[src/rtl/uart_rx_fifo.sv]
// UART receiver (8N1, LSB first) with a small byte FIFO on a valid/ready output stream.
// Latency: 2-cycle synchroniser; byte pushed at mid-stop-bit; m_valid rises the cycle after the push.
// Backpressure: m_ready low holds the FIFO head; a good byte arriving at a full FIFO with no pop is dropped and flagged.
//
// Ports:
//   clk_12p0   system clock
//   rst_n      asynchronous active-low reset
//   rx_in      raw asynchronous UART line, idles high
//   m_data     byte at FIFO head (0 when empty)
//   m_valid    FIFO non-empty
//   m_ready    consumer accept; a pop happens when m_valid & m_ready
//   frame_err  one-cycle pulse when the stop bit samples as 0
//   overrun    one-cycle pulse when a good byte is dropped on a full FIFO
//   fifo_count number of bytes currently stored
module uart_rx_fifo #(
  parameter int CLK_HZ     = 12000000,
  parameter int BAUD       = 115200,
  parameter int FIFO_DEPTH = 4
) (
  input  logic                          clk_12p0,
  input  logic                          rst_n,
  input  logic                          rx_in,
  output logic [7:0]                    m_data,
  output logic                          m_valid,
  input  logic                          m_ready,
  output logic                          frame_err,
  output logic                          overrun,
  output logic [$clog2(FIFO_DEPTH):0]   fifo_count
);

  localparam int CLKS_PER_BIT = CLK_HZ / BAUD;
  localparam int HALF_BIT     = CLKS_PER_BIT / 2;
  localparam int CNT_W        = (CLKS_PER_BIT > 1) ? $clog2(CLKS_PER_BIT) : 1;
  localparam int PTR_W        = (FIFO_DEPTH > 1) ? $clog2(FIFO_DEPTH) : 1;
  localparam int CNT_F        = $clog2(FIFO_DEPTH) + 1;

  localparam logic [CNT_W-1:0] BIT_END  = CNT_W'(CLKS_PER_BIT - 1);
  localparam logic [CNT_W-1:0] HALF_END = CNT_W'(HALF_BIT - 1);
  localparam logic [CNT_F-1:0] DEPTH_C  = CNT_F'(FIFO_DEPTH);

  typedef enum logic [2:0] {
    S_IDLE  = 3'd0,
    S_START = 3'd1,
    S_DATA  = 3'd2,
    S_STOP  = 3'd3,
    S_BREAK = 3'd4
  } state_t;

  // ---------------------------------------------------------------------------
  // Line synchroniser; resets to the idle (high) level so reset never looks
  // like a start bit.
  // ---------------------------------------------------------------------------
  logic rx_meta;
  logic rx_s;

  always_ff @(posedge clk_12p0 or negedge rst_n) begin
    if (!rst_n) begin
      rx_meta <= 1'b1;
      rx_s    <= 1'b1;
    end else begin
      rx_meta <= rx_in;
      rx_s    <= rx_meta;
    end
  end

  // ---------------------------------------------------------------------------
  // Receive FSM
  // ---------------------------------------------------------------------------
  state_t           state;
  state_t           state_nxt;
  logic [CNT_W-1:0] baud_cnt;
  logic [2:0]       bit_idx;
  logic [7:0]       shreg;

  logic half_tick;
  logic bit_tick;
  logic cnt_run;
  logic cnt_clr;
  logic idx_clr;
  logic sample_bit;
  logic push;
  logic stop_bad;

  assign half_tick = (baud_cnt == HALF_END);
  assign bit_tick  = (baud_cnt == BIT_END);

  always_ff @(posedge clk_12p0 or negedge rst_n) begin
    if (!rst_n) state <= S_IDLE;
    else        state <= state_nxt;
  end

  always_comb begin
    state_nxt = state;
    case (state)
      S_IDLE:  if (!rx_s)     state_nxt = S_START;
      // A start bit that is high again at its midpoint was a glitch.
      S_START: if (half_tick) state_nxt = rx_s ? S_IDLE : S_DATA;
      S_DATA:  if (bit_tick && bit_idx == 3'd7) state_nxt = S_STOP;
      S_STOP:  if (bit_tick)  state_nxt = rx_s ? S_IDLE : S_BREAK;
      // Hold off during a line break until the line returns high.
      S_BREAK: if (rx_s)      state_nxt = S_IDLE;
      default:                state_nxt = S_IDLE;
    endcase
  end

  always_comb begin
    cnt_run    = 1'b0;
    cnt_clr    = 1'b0;
    idx_clr    = 1'b0;
    sample_bit = 1'b0;
    push       = 1'b0;
    stop_bad   = 1'b0;
    case (state)
      S_START: begin
        cnt_run = 1'b1;
        cnt_clr = half_tick;
        idx_clr = half_tick;
      end
      S_DATA: begin
        cnt_run    = 1'b1;
        cnt_clr    = bit_tick;
        sample_bit = bit_tick;
      end
      S_STOP: begin
        cnt_run  = 1'b1;
        cnt_clr  = bit_tick;
        push     = bit_tick & rx_s;
        stop_bad = bit_tick & ~rx_s;
      end
      default: ;
    endcase
  end

  always_ff @(posedge clk_12p0 or negedge rst_n) begin
    if (!rst_n) begin
      baud_cnt <= '0;
      bit_idx  <= '0;
      shreg    <= '0;
    end else begin
      if (!cnt_run || cnt_clr) baud_cnt <= '0;
      else                     baud_cnt <= baud_cnt + CNT_W'(1);

      if (idx_clr)         bit_idx <= '0;
      else if (sample_bit) bit_idx <= bit_idx + 3'd1;

      // Right shift: after 8 LSB-first samples the first bit sits in bit 0.
      if (sample_bit) shreg <= {rx_s, shreg[7:1]};
    end
  end

  // ---------------------------------------------------------------------------
  // Byte FIFO
  // ---------------------------------------------------------------------------
  logic [7:0]       mem [FIFO_DEPTH];
  logic [PTR_W-1:0] wr_ptr;
  logic [PTR_W-1:0] rd_ptr;
  logic [CNT_F-1:0] count;
  logic             full;
  logic             pop;
  logic             push_ok;

  assign full    = (count == DEPTH_C);
  assign m_valid = (count != '0);
  assign pop     = m_valid & m_ready;
  // A simultaneous pop frees the slot the push needs.
  assign push_ok = push & (~full | pop);

  assign m_data     = m_valid ? mem[rd_ptr] : 8'h00;
  assign fifo_count = count;

  always_ff @(posedge clk_12p0) begin
    if (push_ok) mem[wr_ptr] <= shreg;
  end

  always_ff @(posedge clk_12p0 or negedge rst_n) begin
    if (!rst_n) begin
      wr_ptr    <= '0;
      rd_ptr    <= '0;
      count     <= '0;
      frame_err <= 1'b0;
      overrun   <= 1'b0;
    end else begin
      // Pointers wrap naturally since the depth is a power of two.
      if (push_ok) wr_ptr <= wr_ptr + PTR_W'(1);
      if (pop)     rd_ptr <= rd_ptr + PTR_W'(1);
      case ({push_ok, pop})
        2'b10:   count <= count + CNT_F'(1);
        2'b01:   count <= count - CNT_F'(1);
        default: count <= count;
      endcase
      frame_err <= stop_bad;
      overrun   <= push & full & ~pop;
    end
  end

endmodule

[config.mk]
export PLATFORM = sky130hd
export DESIGN_NAME = uart_rx_fifo
export DESIGN_NICKNAME = d
export VERILOG_FILES = /design/src/rtl/uart_rx_fifo.sv
export SDC_FILE = /design/constraint.sdc
export NUM_CORES = 1
export LEC_CHECK = 0
export ABC_AREA = 0
export BUFFER_PORTS_ARGS = -buffer_cell sky130_fd_sc_hd__buf_2
export CAP_MARGIN = 20
export CORE_MARGIN = 3
export CORE_UTILIZATION = 50
export DETAILED_ROUTE_END_ITERATION = 10
export PLACE_DENSITY_LB_ADDON = 0.2
export SLEW_MARGIN = 20
export SYNTH_ARGS = -nofsm -noshare
export SYNTH_HDL_FRONTEND = slang
export SYNTH_SLANG_ARGS = --single-unit
[constraint.sdc]
create_clock -name clk_12p0 -period 3.26 [get_ports clk_12p0]
set_input_delay 0.326 -clock clk_12p0 [delete_from_list [all_inputs] [get_ports clk_12p0]]
set_output_delay 0.326 -clock clk_12p0 [all_outputs]
set_load 0.02 [all_outputs]
==> impl_metrics.yaml, run 1 <==
synth:
  synthSimpleGateAreaFrac_pct: 12.1
  synth_common_cells: "edfxtp_1, dfrtp_1, and2_1"
  yosysWarnings: 0
  synth_edf_count: 32
  syn-instance-count: 184
  avgSynthCellArea_sq_um: 15.2
  synth_seq_cells: 64
  syn_nets: 197
  ys_seq_area_share_pct: 63.1
  yosysTopAreaCell: "edfxtp_1"
  yosysUniqueCellTypes: 42
  synth-main-ff-cell: "edfxtp_1"
  synthXorXnorAreaFrac_pct: 3.45
  synth-adder-area-share_pct: 4.30
  synth_compound_area_share_pct: 3.58
  synth_most_common_cell: "edfxtp_1"
  synthesis.area_sq_um: 2800
  synthArstFlopShare_pct: 50.0
  synthMuxAreaShare_pct: 10.9
  synth_top_family_by_area: "simple AND/OR/NAND/NOR gates"
  synth_top_area_share_pct: 34.4
  yosys-top-cells-area: "edfxtp_1, dfrtp_1, mux4_2"
route:
  num_vias: 1500
  postRouteAntennaNets: 0
  drc: 0
  drt_iter0_drc: 66
  routed_via_density: 5.38
  firstDrtPassIters: 4
  wl_per_cell_um: 16.1
  wl_um: 4490
placement:
  io_buffers: 17
  place_congestion: 0.797
  placed_cells: 263
  place_area_sq_um: 2920
  place_ws_ns: 0.683
  dp_hpwl_um: 3080
cells_and_area:
  nFillCells: 437
  register_area_sq_um: 1760
  final_nets: 217
  syn_to_final_growth_pct: 11.2
  antenna_cells: 0
  multi_input_area_sq_um: 960
  drive_above_1_share_pct: 26.3
  postLayoutCellArea_sq_um: 3110
  layoutNonFillerInstCount: 279
die:
  die_w_um: 80.8
  die_h_um: 80.8
  die_area_sq_um: 6530
  num_rows: 26
  core_area_sq_um: 5270
  top_level_ports: 18
  start_util_pct: 53.1
worst_setup_path:
  cp_max_fo: 8
  cp_data_arrival_time_ns: 2.77
  critPathRequiredTime_ns: 3.46
  worst_setup_path_start_kind: "register"
  cp-end-kind: "register"
  critPathTopFamily: "simple AND/OR/NAND/NOR gates"
  path_cells: "ha_1 -> nand3b_4 -> or3_4 -> nor3b_4 -> inv_1 -> ha_1 -> inv_1 -> fa_1 -> xor2_1 -> nor2_1 -> xor2_1"
  cp_slowest_cell: "or3_4"
  path_buf_inv: 2
  critPathKind: "register to register"
  crit_path_max_incr_delay_ns: 0.42
  critPathLaunch: "baud_cnt[0]"
  r2r_start: "baud_cnt[0]"
sta:
  max_freq_mhz: 389
  slew_violations: 0
  rsz0062_at_grt: "no"
  relSlewSlack_pct: 51.0
  worst_slack_ns: 0.690
  fin_tns_setup_ns: 0
  timing.hold.ws_ns: 0.0558
  period_minus_slack_ns: 2.57
  finClkSkew_ns: 0.00747
  finalHoldViolations: 0
  tightest_slew_ns: 0.735
  setup_viol: 0
  fin_crit_sh_pct: 78.8
run:
  maxCapViolations: 0
power_and_ir_drop:
  p_per_area_nw_per_um2: 586
  peakVddDrop_uv: 242
  leakage_nw: 1.31
cts:
  post_cts_buffers: 0
  clockBufferDepth: 2
  cts_resized: 0
  clock_sink_count: 64
  holdBufCountCts: 0
  cts.clk_slew.worst_paths_ns: 0.07
  htreeDepth: 3
  numCtsBuffers: 9
  cts_tree: "yes"
  cts_root_buf: "clkbuf_8"
  clk_latency_ns: 0.33
run_status:
  status: "complete, no violations"
grt:
  antenna_found_initial: 0
  grtUsageMet2_pct: 29.0
  busiest_layer: "met2"
  grtUsageMet3_pct: 2.66
  track_usage_pct: 16.1
  grt_max_degree: 33
  grt_overflow: 0
  met1_usage_pct: 18.7
  grt_pass1_vias: 1638
  grt_pass1_wl_um: 7710
min_path:
  hp-class: "input port to asynchronous set/reset pin"
-- layer usage --
layer | routed length [um] | vias to the layer above
met5 | 0 | -
met4 | 72 | 0
met3 | 101 | 8
met2 | 2470 | 19
met1 | 1840 | 756
li1 | - | 717
-- cell families after synthesis --
logic type,Yosys count
simple gates,53
xor+xnor,11
compound gates,13
mux,19
flops,64
buf+inv,15
fa+ha+maj,9
-- final cells by class --
type                       instances  share of cell area [%]
clock buffer                      10                    4.10
clock inverter                     6                    1.93
inverter                           7                   0.845
multi-input combinational        105                    30.9
sequential                        64                    56.7
tap                               70                    2.82
timing repair buffer              17                    2.74
-- power breakdown --
part	switching, mW	total (mW)	internal, mW
combinational	0.110	0.217	0.107
sequential	0.0822	0.960	0.878
clock	0.295	0.644	0.349
total	0.487	1.82	1.33
-- worst paths after layout --
kind / slack (ns) / cells after the start / to
worst max register to register: 0.69 / 11 / fifo_count[2]
worst min register to register: 0.36 / 0 / rx_s
worst min-delay path: 0.06 / 1 / bit_idx[2]
worst max-delay path: 0.69 / 11 / fifo_count[2]
max in group asynchronous: 2.73 / 1 / wr_ptr[1]
min in group clk_12p0: 0.09 / 1 / rx_meta
-- placed cells by master, fill, tap and decap left out, types with 2 or more instances in the layout --
master	count
edfxtp_1	32
dfrtp_1	30
buf_2	17
and2_1	13
nor3_1	9
clkbuf_8	9
mux4_2	8
mux2_2	8
ha_1	8
inv_1	7
nor2_1	7
xnor2_1	6
nand2_1	5
xor2_1	5
nand3_1	4
a22oi_1	3
o2bb2ai_1	3
a21oi_1	2
nor3b_1	2
mux2i_1	2
a21o_1	2
clkinv_2	2
dfstp_2	2
-- registers in the layout (all words and copies together), names as in the netlist --
register	cells
fifo_count	3
mem	32
wr_ptr	2
rx_meta	1
bit_idx	3
state	3
rd_ptr	2
shreg	8
frame_err	1
overrun	1
rx_s	1
baud_cnt	7
-- per-stage QoR --
| step | util, % | total power [mW] |
|---|---|---|
| 4_1_cts | 59.0 | 1.84 |
| 6_report | 59.0 | 1.82 |
| 3_3_place_gp | 55.5 | 1.19 |
| 5_1_grt | 59.0 | 1.90 |
| 2_1_floorplan | - | 1.13 |
| 3_5_place_dp | 55.5 | 1.20 |
Power figures use the tool's default switching activity.
==> run 2: changes to the inputs <==
--- a/config.mk
+++ b/config.mk
@@ -5,7 +5,7 @@
 export SDC_FILE = /design/constraint.sdc
 export NUM_CORES = 1
 export LEC_CHECK = 0
-export ABC_AREA = 0
+export ABC_AREA = 1
 export BUFFER_PORTS_ARGS = -buffer_cell sky130_fd_sc_hd__buf_2
 export CAP_MARGIN = 20
 export CORE_MARGIN = 3
==> constraint.sdc (replaced) <==
create_clock -name clk_12p0 -period 2.2 [get_ports clk_12p0]
set_input_delay 0.22 -clock clk_12p0 [delete_from_list [all_inputs] [get_ports clk_12p0]]
set_output_delay 0.22 -clock clk_12p0 [all_outputs]
set_load 0.02 [all_outputs]
==> run 2 against run 1 <==
Effect of this change: core utilization grew 0.24 points; non-clock buffer count grew 10; sequential cell count is the same; critical path depth increased by 1; final cell count up 42%; clock skew decreased by 0.0014 ns; area after synthesis grew 3.1%; die area grew 2.9%; power up 78%; worst hold slack improved by 0.20 ns.
==> impl_metrics.yaml, run 2 <==
cells_and_area:
  final_cell_mix: "nor2_1, nand2_1, edfxtp_1"
  largest_reg_flops: 32
  drive_above_1_share_pct: 18.2
  multi_input_area_sq_um: 948
  regMostFlops: "mem"
  final_nets: 332
  fin_util_pct: 59.3
  antenna_cells: 0
  syn_to_final_growth_pct: 13.8
  layoutNonFillerInstCount: 396
  register_area_sq_um: 1760
  layout_commonest_cell: "nor2_1"
  nFillCells: 466
  reg_top3: "mem (32), shreg (8), baud_cnt (7)"
worst_setup_path:
  crit_path_max_incr_delay_ns: 0.40
  critPathKind: "register to register"
  worst_setup_path_start_kind: "register"
  rr_worst_depth: 12
  cp_max_fo: 8
  critPathTopFamily: "adder cells"
  r2r-end: "fifo_count[2]"
  ff2ff_setup_slack_ns: 0.15
  cp-end-kind: "register"
  path_cells: "ha_2 -> nand2_2 -> nor2_2 -> nand2_2 -> inv_1 -> nand3_4 -> ha_1 -> inv_1 -> fa_1 -> a21oi_1 -> o21ai_1 -> xor2_1"
  r2r_start: "baud_cnt[0]"
  cp_slowest_cell: "dfrtp_1"
  cp_data_arrival_time_ns: 2.27
  path_buf_inv: 2
  critPathRequiredTime_ns: 2.42
route:
  drc: 0
  wl_per_cell_um: 12.4
  postRouteAntennaNets: 0
  firstDrtPassIters: 4
  wl_um: 4910
  drt_iter0_drc: 100
  routed_via_density: 4.84
  num_vias: 1918
sta:
  fin_tns_setup_ns: 0
  rsz0062_at_grt: "no"
  period_minus_slack_ns: 2.05
  timing.hold.ws_ns: 0.255
  relSlewSlack_pct: 52.6
  setup_viol: 0
  fin_crit_sh_pct: 93.4
  finalHoldViolations: 0
  slew_violations: 0
  tightest_slew_ns: 0.711
  finClkSkew_ns: 0.00607
  max_freq_mhz: 487
grt:
  grt_pass1_vias: 1901
  antenna_found_initial: 0
  grt_overflow: 0
  track_usage_pct: 17.5
  grt_pass1_wl_um: 8520
  grt_max_degree: 33
synth:
  yosysTopAreaCell: "edfxtp_1"
  synth_top_area_share_pct: 33.3
  synth_edf_count: 32
  synthesis.area_sq_um: 2880
  synth_common_cells: "nor2_1, nand2_1, edfxtp_1"
  yosys-top-cells-area: "edfxtp_1, dfrtp_1, nor2_1"
  syn-instance-count: 288
  ys_seq_area_share_pct: 61.2
  syn_nets: 301
  synth_seq_cells: 64
  synth_most_common_cell: "nor2_1"
  yosysWarnings: 0
  synth-main-ff-cell: "edfxtp_1"
  avgSynthCellArea_sq_um: 10.0
  synthArstFlopShare_pct: 50.0
  yosysUniqueCellTypes: 27
die:
  num_rows: 27
  die_area_sq_um: 6710
  top_level_ports: 18
  die_h_um: 81.9
  start_util_pct: 52.1
  die_w_um: 81.9
  core_area_sq_um: 5540
cts:
  clock_sink_count: 64
  cts_root_buf: "clkbuf_8"
  htreeDepth: 3
  cts.clk_slew.worst_paths_ns: 0.07
  numCtsBuffers: 9
  cts_tree: "yes"
  clk_latency_ns: 0.34
  clockBufferDepth: 2
min_path:
  min_from: "m_ready"
  hold_depth: 4
  hp-class: "input port to register"
  hold_end: "rd_ptr[0]"
placement:
  placed_cells: 378
  place_congestion: 0.821
  dp_hpwl_um: 3290
  io_buffers: 17
run:
  maxCapViolations: 0
run_status:
  status: "complete, no violations"
power_and_ir_drop:
  peakVddDrop_uv: 459
  leakage_nw: 1.55
  p_total_mw: 3.23
  p_per_area_nw_per_um2: 985
## run 2: changes by cell type in the layout (fill, tap and decap cells not counted), sizes merged, moves of 4 or more
cell   previous run  this run
a21oi             2        10
and2             13         0
buf              17        25
inv               7        33
mux2              9         0
mux4              8         0
nand2             5        53
nand3             4         8
nand4             0         4
nor2              7        62
nor3             10         3
o21ai             0        28
xnor2             6         2
## run 2: final cells by class
| type | count | area share, % |
|---|---|---|
| Sequential cell | 64 | 53.7 |
| Multi-Input combinational cell | 185 | 28.9 |
| Timing Repair Buffer | 27 | 5.03 |
| Clock buffer | 9 | 3.77 |
| Inverter | 32 | 3.66 |
| Tap cell | 72 | 2.74 |
| Clock inverter | 7 | 2.17 |
## run 2: cell families after synthesis
family | count (synthesis) | synth area share (%)
AO/OA/AOI/OAI | 39 | 6.86
XOR/XNOR | 6 | 1.82
adder cells (fa/ha/maj) | 9 | 4.17
buffers and inverters | 39 | 6.03
flip-flops | 64 | 61.2
AND/OR/NAND/NOR | 131 | 20.0
## run 2: what timing repair did
item	CTS	global route
hold endpoints to repair	31	0
gates resized for setup	0	3
setup buffers	0	0
endpoints found under the setup margin	0	2
hold buffers	2	0
## run 2: worst max-delay path by stage
stage                                to  slack [ns]        start  depth (start not counted)
after floorplan           fifo_count[2]        0.09  baud_cnt[0]                         12
after global placement    fifo_count[2]        0.13  baud_cnt[0]                         12
after detailed placement  fifo_count[2]        0.08  baud_cnt[0]                         12
after CTS                 fifo_count[2]        0.07  baud_cnt[0]                         12
after global routing      fifo_count[2]        0.02  baud_cnt[0]                         12
final                     fifo_count[2]        0.15  baud_cnt[0]                         12
## run 2: metal layers
| metal | track usage [%] | up-vias | routed length (um) |
|---|---|---|---|
| li1 | - | 997 | - |
| met1 | 20.8 | 882 | 2230 |
| met2 | 28.8 | 32 | 2410 |
| met3 | 6.14 | 7 | 191 |
| met4 | 7.81 | 0 | 85 |
| met5 | 0 | - | 0 |
## run 2: metrics by stage
step           setup WS [ns]  cell area (sq um)
6_report               0.146               3280
3_5_place_dp          0.0848               3070
4_1_cts               0.0727               3280
5_1_grt               0.0157               3280
2_1_floorplan         0.0905               2880
3_3_place_gp           0.134               3070
## run 2: worst reg2reg max path, delay by kind of cell, from the launching register on
kind / cells / cell delay, ns
AO/OA/AOI/OAI: 2 / 0.24
XOR/XNOR: 1 / 0.14
buffers and inverters: 2 / 0.14
adder cells (fa/ha/maj): 3 / 0.75
flip-flops: 1 / 0.40
AND/OR/NAND/NOR: 4 / 0.29
## run 2: power by group
group / internal [mW] / switching, mW
clock network: 0.522 / 0.450
logic: 0.316 / 0.601
registers: 1.30 / 0.0451
==> run 3: changes to the inputs <==
--- a/config.mk
+++ b/config.mk
@@ -8,8 +8,10 @@
 export ABC_AREA = 1
 export BUFFER_PORTS_ARGS = -buffer_cell sky130_fd_sc_hd__buf_2
 export CAP_MARGIN = 20
+export CELL_PAD_IN_SITES_DETAIL_PLACEMENT = 2
+export CELL_PAD_IN_SITES_GLOBAL_PLACEMENT = 2
 export CORE_MARGIN = 3
-export CORE_UTILIZATION = 50
+export CORE_UTILIZATION = 35
 export DETAILED_ROUTE_END_ITERATION = 10
 export PLACE_DENSITY_LB_ADDON = 0.2
 export SLEW_MARGIN = 20
==> run 3 against run 2 <==
Effect of this change: die area grew 39%; final cell count is 7.6% higher; first-iteration DRC count is 35% lower; global-route usage fell by 1.8 points; sequential cell count is the same; clock power up 27%; sequential power hardly changed; wire length rose by 41%; sequential share of layout area is 1.4 points lower; fmax increased by 1.8%.
==> impl_metrics.yaml, run 3 (synthesis results as in run 2) <==
sta:
  tightest_slew_ns: 0.761
  finalHoldViolations: 0
  fin_crit_sh_pct: 91.7
  max_freq_mhz: 496
  finClkSkew_ns: 0.00957
  relSlewSlack_pct: 49.2
  setup_viol: 0
  fin_tns_setup_ns: 0
  period_minus_slack_ns: 2.02
  rsz0062_at_grt: "no"
  slew_violations: 0
cells_and_area:
  postLayoutCellArea_sq_um: 3370
  regMostFlops: "mem"
  syn_to_final_growth_pct: 17.0
  final_cell_mix: "nor2_1, nand2_1, edfxtp_1"
  layoutNonFillerInstCount: 426
  drive_above_1_share_pct: 18.8
  largest_reg_flops: 32
  reg_top3: "mem (32), shreg (8), baud_cnt (7)"
  layout_commonest_cell: "nor2_1"
  final_nets: 332
  antenna_cells: 0
run:
  maxCapViolations: 0
die:
  core_area_sq_um: 7850
  die_h_um: 96.8
  die_w_um: 96.8
  start_util_pct: 36.8
  top_level_ports: 18
  die_area_sq_um: 9370
  num_rows: 32
placement:
  io_buffers: 17
  dp_hpwl_um: 4870
  place_congestion: 0.699
  place_area_sq_um: 3100
  placed_cells: 408
worst_setup_path:
  critPathLaunch: "baud_cnt[0]"
  cp_data_arrival_time_ns: 2.27
  crit_cells: 10
  crit_path_max_incr_delay_ns: 0.44
  rr_worst_depth: 10
  cp_max_fo: 3
  r2r_start: "baud_cnt[0]"
  cp_slowest_cell: "fa_2"
  critPathKind: "register to register"
  path_cells: "ha_1 -> nand2_2 -> nor2_2 -> nand2_2 -> inv_1 -> nand3_4 -> ha_1 -> inv_1 -> fa_2 -> o21ai_0"
  critPathRequiredTime_ns: 2.45
  worst_setup_path_start_kind: "register"
  cp-end-kind: "register"
  critPathTopFamily: "adder cells"
  path_buf_inv: 2
power_and_ir_drop:
  leakage_nw: 1.58
  peakVddDrop_uv: 295
  p_per_area_nw_per_um2: 1050
route:
  drc: 0
  routed_via_density: 4.84
  num_vias: 2062
  postRouteAntennaNets: 0
  drt_iter0_drc: 65
  firstDrtPassIters: 4
  wl_um: 6940
  wl_per_cell_um: 16.3
grt:
  grt_overflow: 0
  grt_max_degree: 33
  antenna_found_initial: 0
  grt_pass1_wl_um: 11700
  track_usage_pct: 15.8
  grt_pass1_vias: 2344
cts:
  post_cts_buffers: 0
  numCtsBuffers: 9
  htreeDepth: 3
  clock_sink_count: 64
  cts_tree: "yes"
  clk_latency_ns: 0.33
  cts.clk_slew.worst_paths_ns: 0.08
  cts_root_buf: "clkbuf_8"
  clockBufferDepth: 2
min_path:
  hold_depth: 4
  min_from: "m_ready"
  hp-class: "input port to register"
run_status:
  status: "complete, no violations"
## run 3: per-stage QoR
stage          setup WS [ns]  utilization, %  hold slack [ns]  total power, mW
4_1_cts                0.101            42.9            0.304             3.60
6_report               0.183            43.0            0.299             3.56
3_3_place_gp           0.180            39.5            0.328             2.30
5_1_grt               0.0308            43.0            0.341             3.78
2_1_floorplan         0.0905               -          -0.0756             2.01
3_5_place_dp           0.112            39.5            0.329             2.35
## run 3: area by class of cell
cell class	count	area (sq um)
Tap cell	102	128
Fill cell	866	4470
Multi-Input combinational cell	185	952
Clock buffer	9	124
Timing Repair Buffer	27	165
Clock inverter	7	120
Inverter	32	120
Sequential cell	64	1760
## run 3: metal layers
metal	vias up	global-route usage, %	routed length, um
met5	-	0	0
met4	0	4.86	55
met3	8	2.52	149
met2	25	28.2	3670
met1	1036	19.5	3060
li1	993	-	-
## run 3: report_power, final
group / switching, mW / leakage [nW] / internal [mW]
registers: 0.0450 / 0.786 / 1.30
logic: 0.665 / 0.671 / 0.315
clock network: 0.476 / 0.119 / 0.754
total: 1.19 / 1.58 / 2.37
## run 3: final timing paths
path	to	slack, ns
worst max-delay path	fifo_count[1]	0.18
worst min-delay path	rd_ptr[0]	0.30
worst max register to register	fifo_count[1]	0.18
worst min register to register	rx_s	0.36
max in group asynchronous	wr_ptr[1]	1.21
min in group asynchronous	fifo_count[1]	0.50
## run 3: repair_timing
item / in CTS / in global routing
endpoints found under the setup margin: 0 / 1
hold buffers: 2 / 0
endpoints found under the hold margin: 31 / 0
gates resized for setup: 0 / 3
## run 3: worst reg2reg max path, cell delays in order, from the launching register on
cell and delay [ns]:
dfrtp_1 0.38, ha_1 0.21, nand2_2 0.09, nor2_2 0.12, nand2_2 0.06, inv_1 0.11
nand3_4 0.07, ha_1 0.18, inv_1 0.12, fa_2 0.44, o21ai_0 0.18
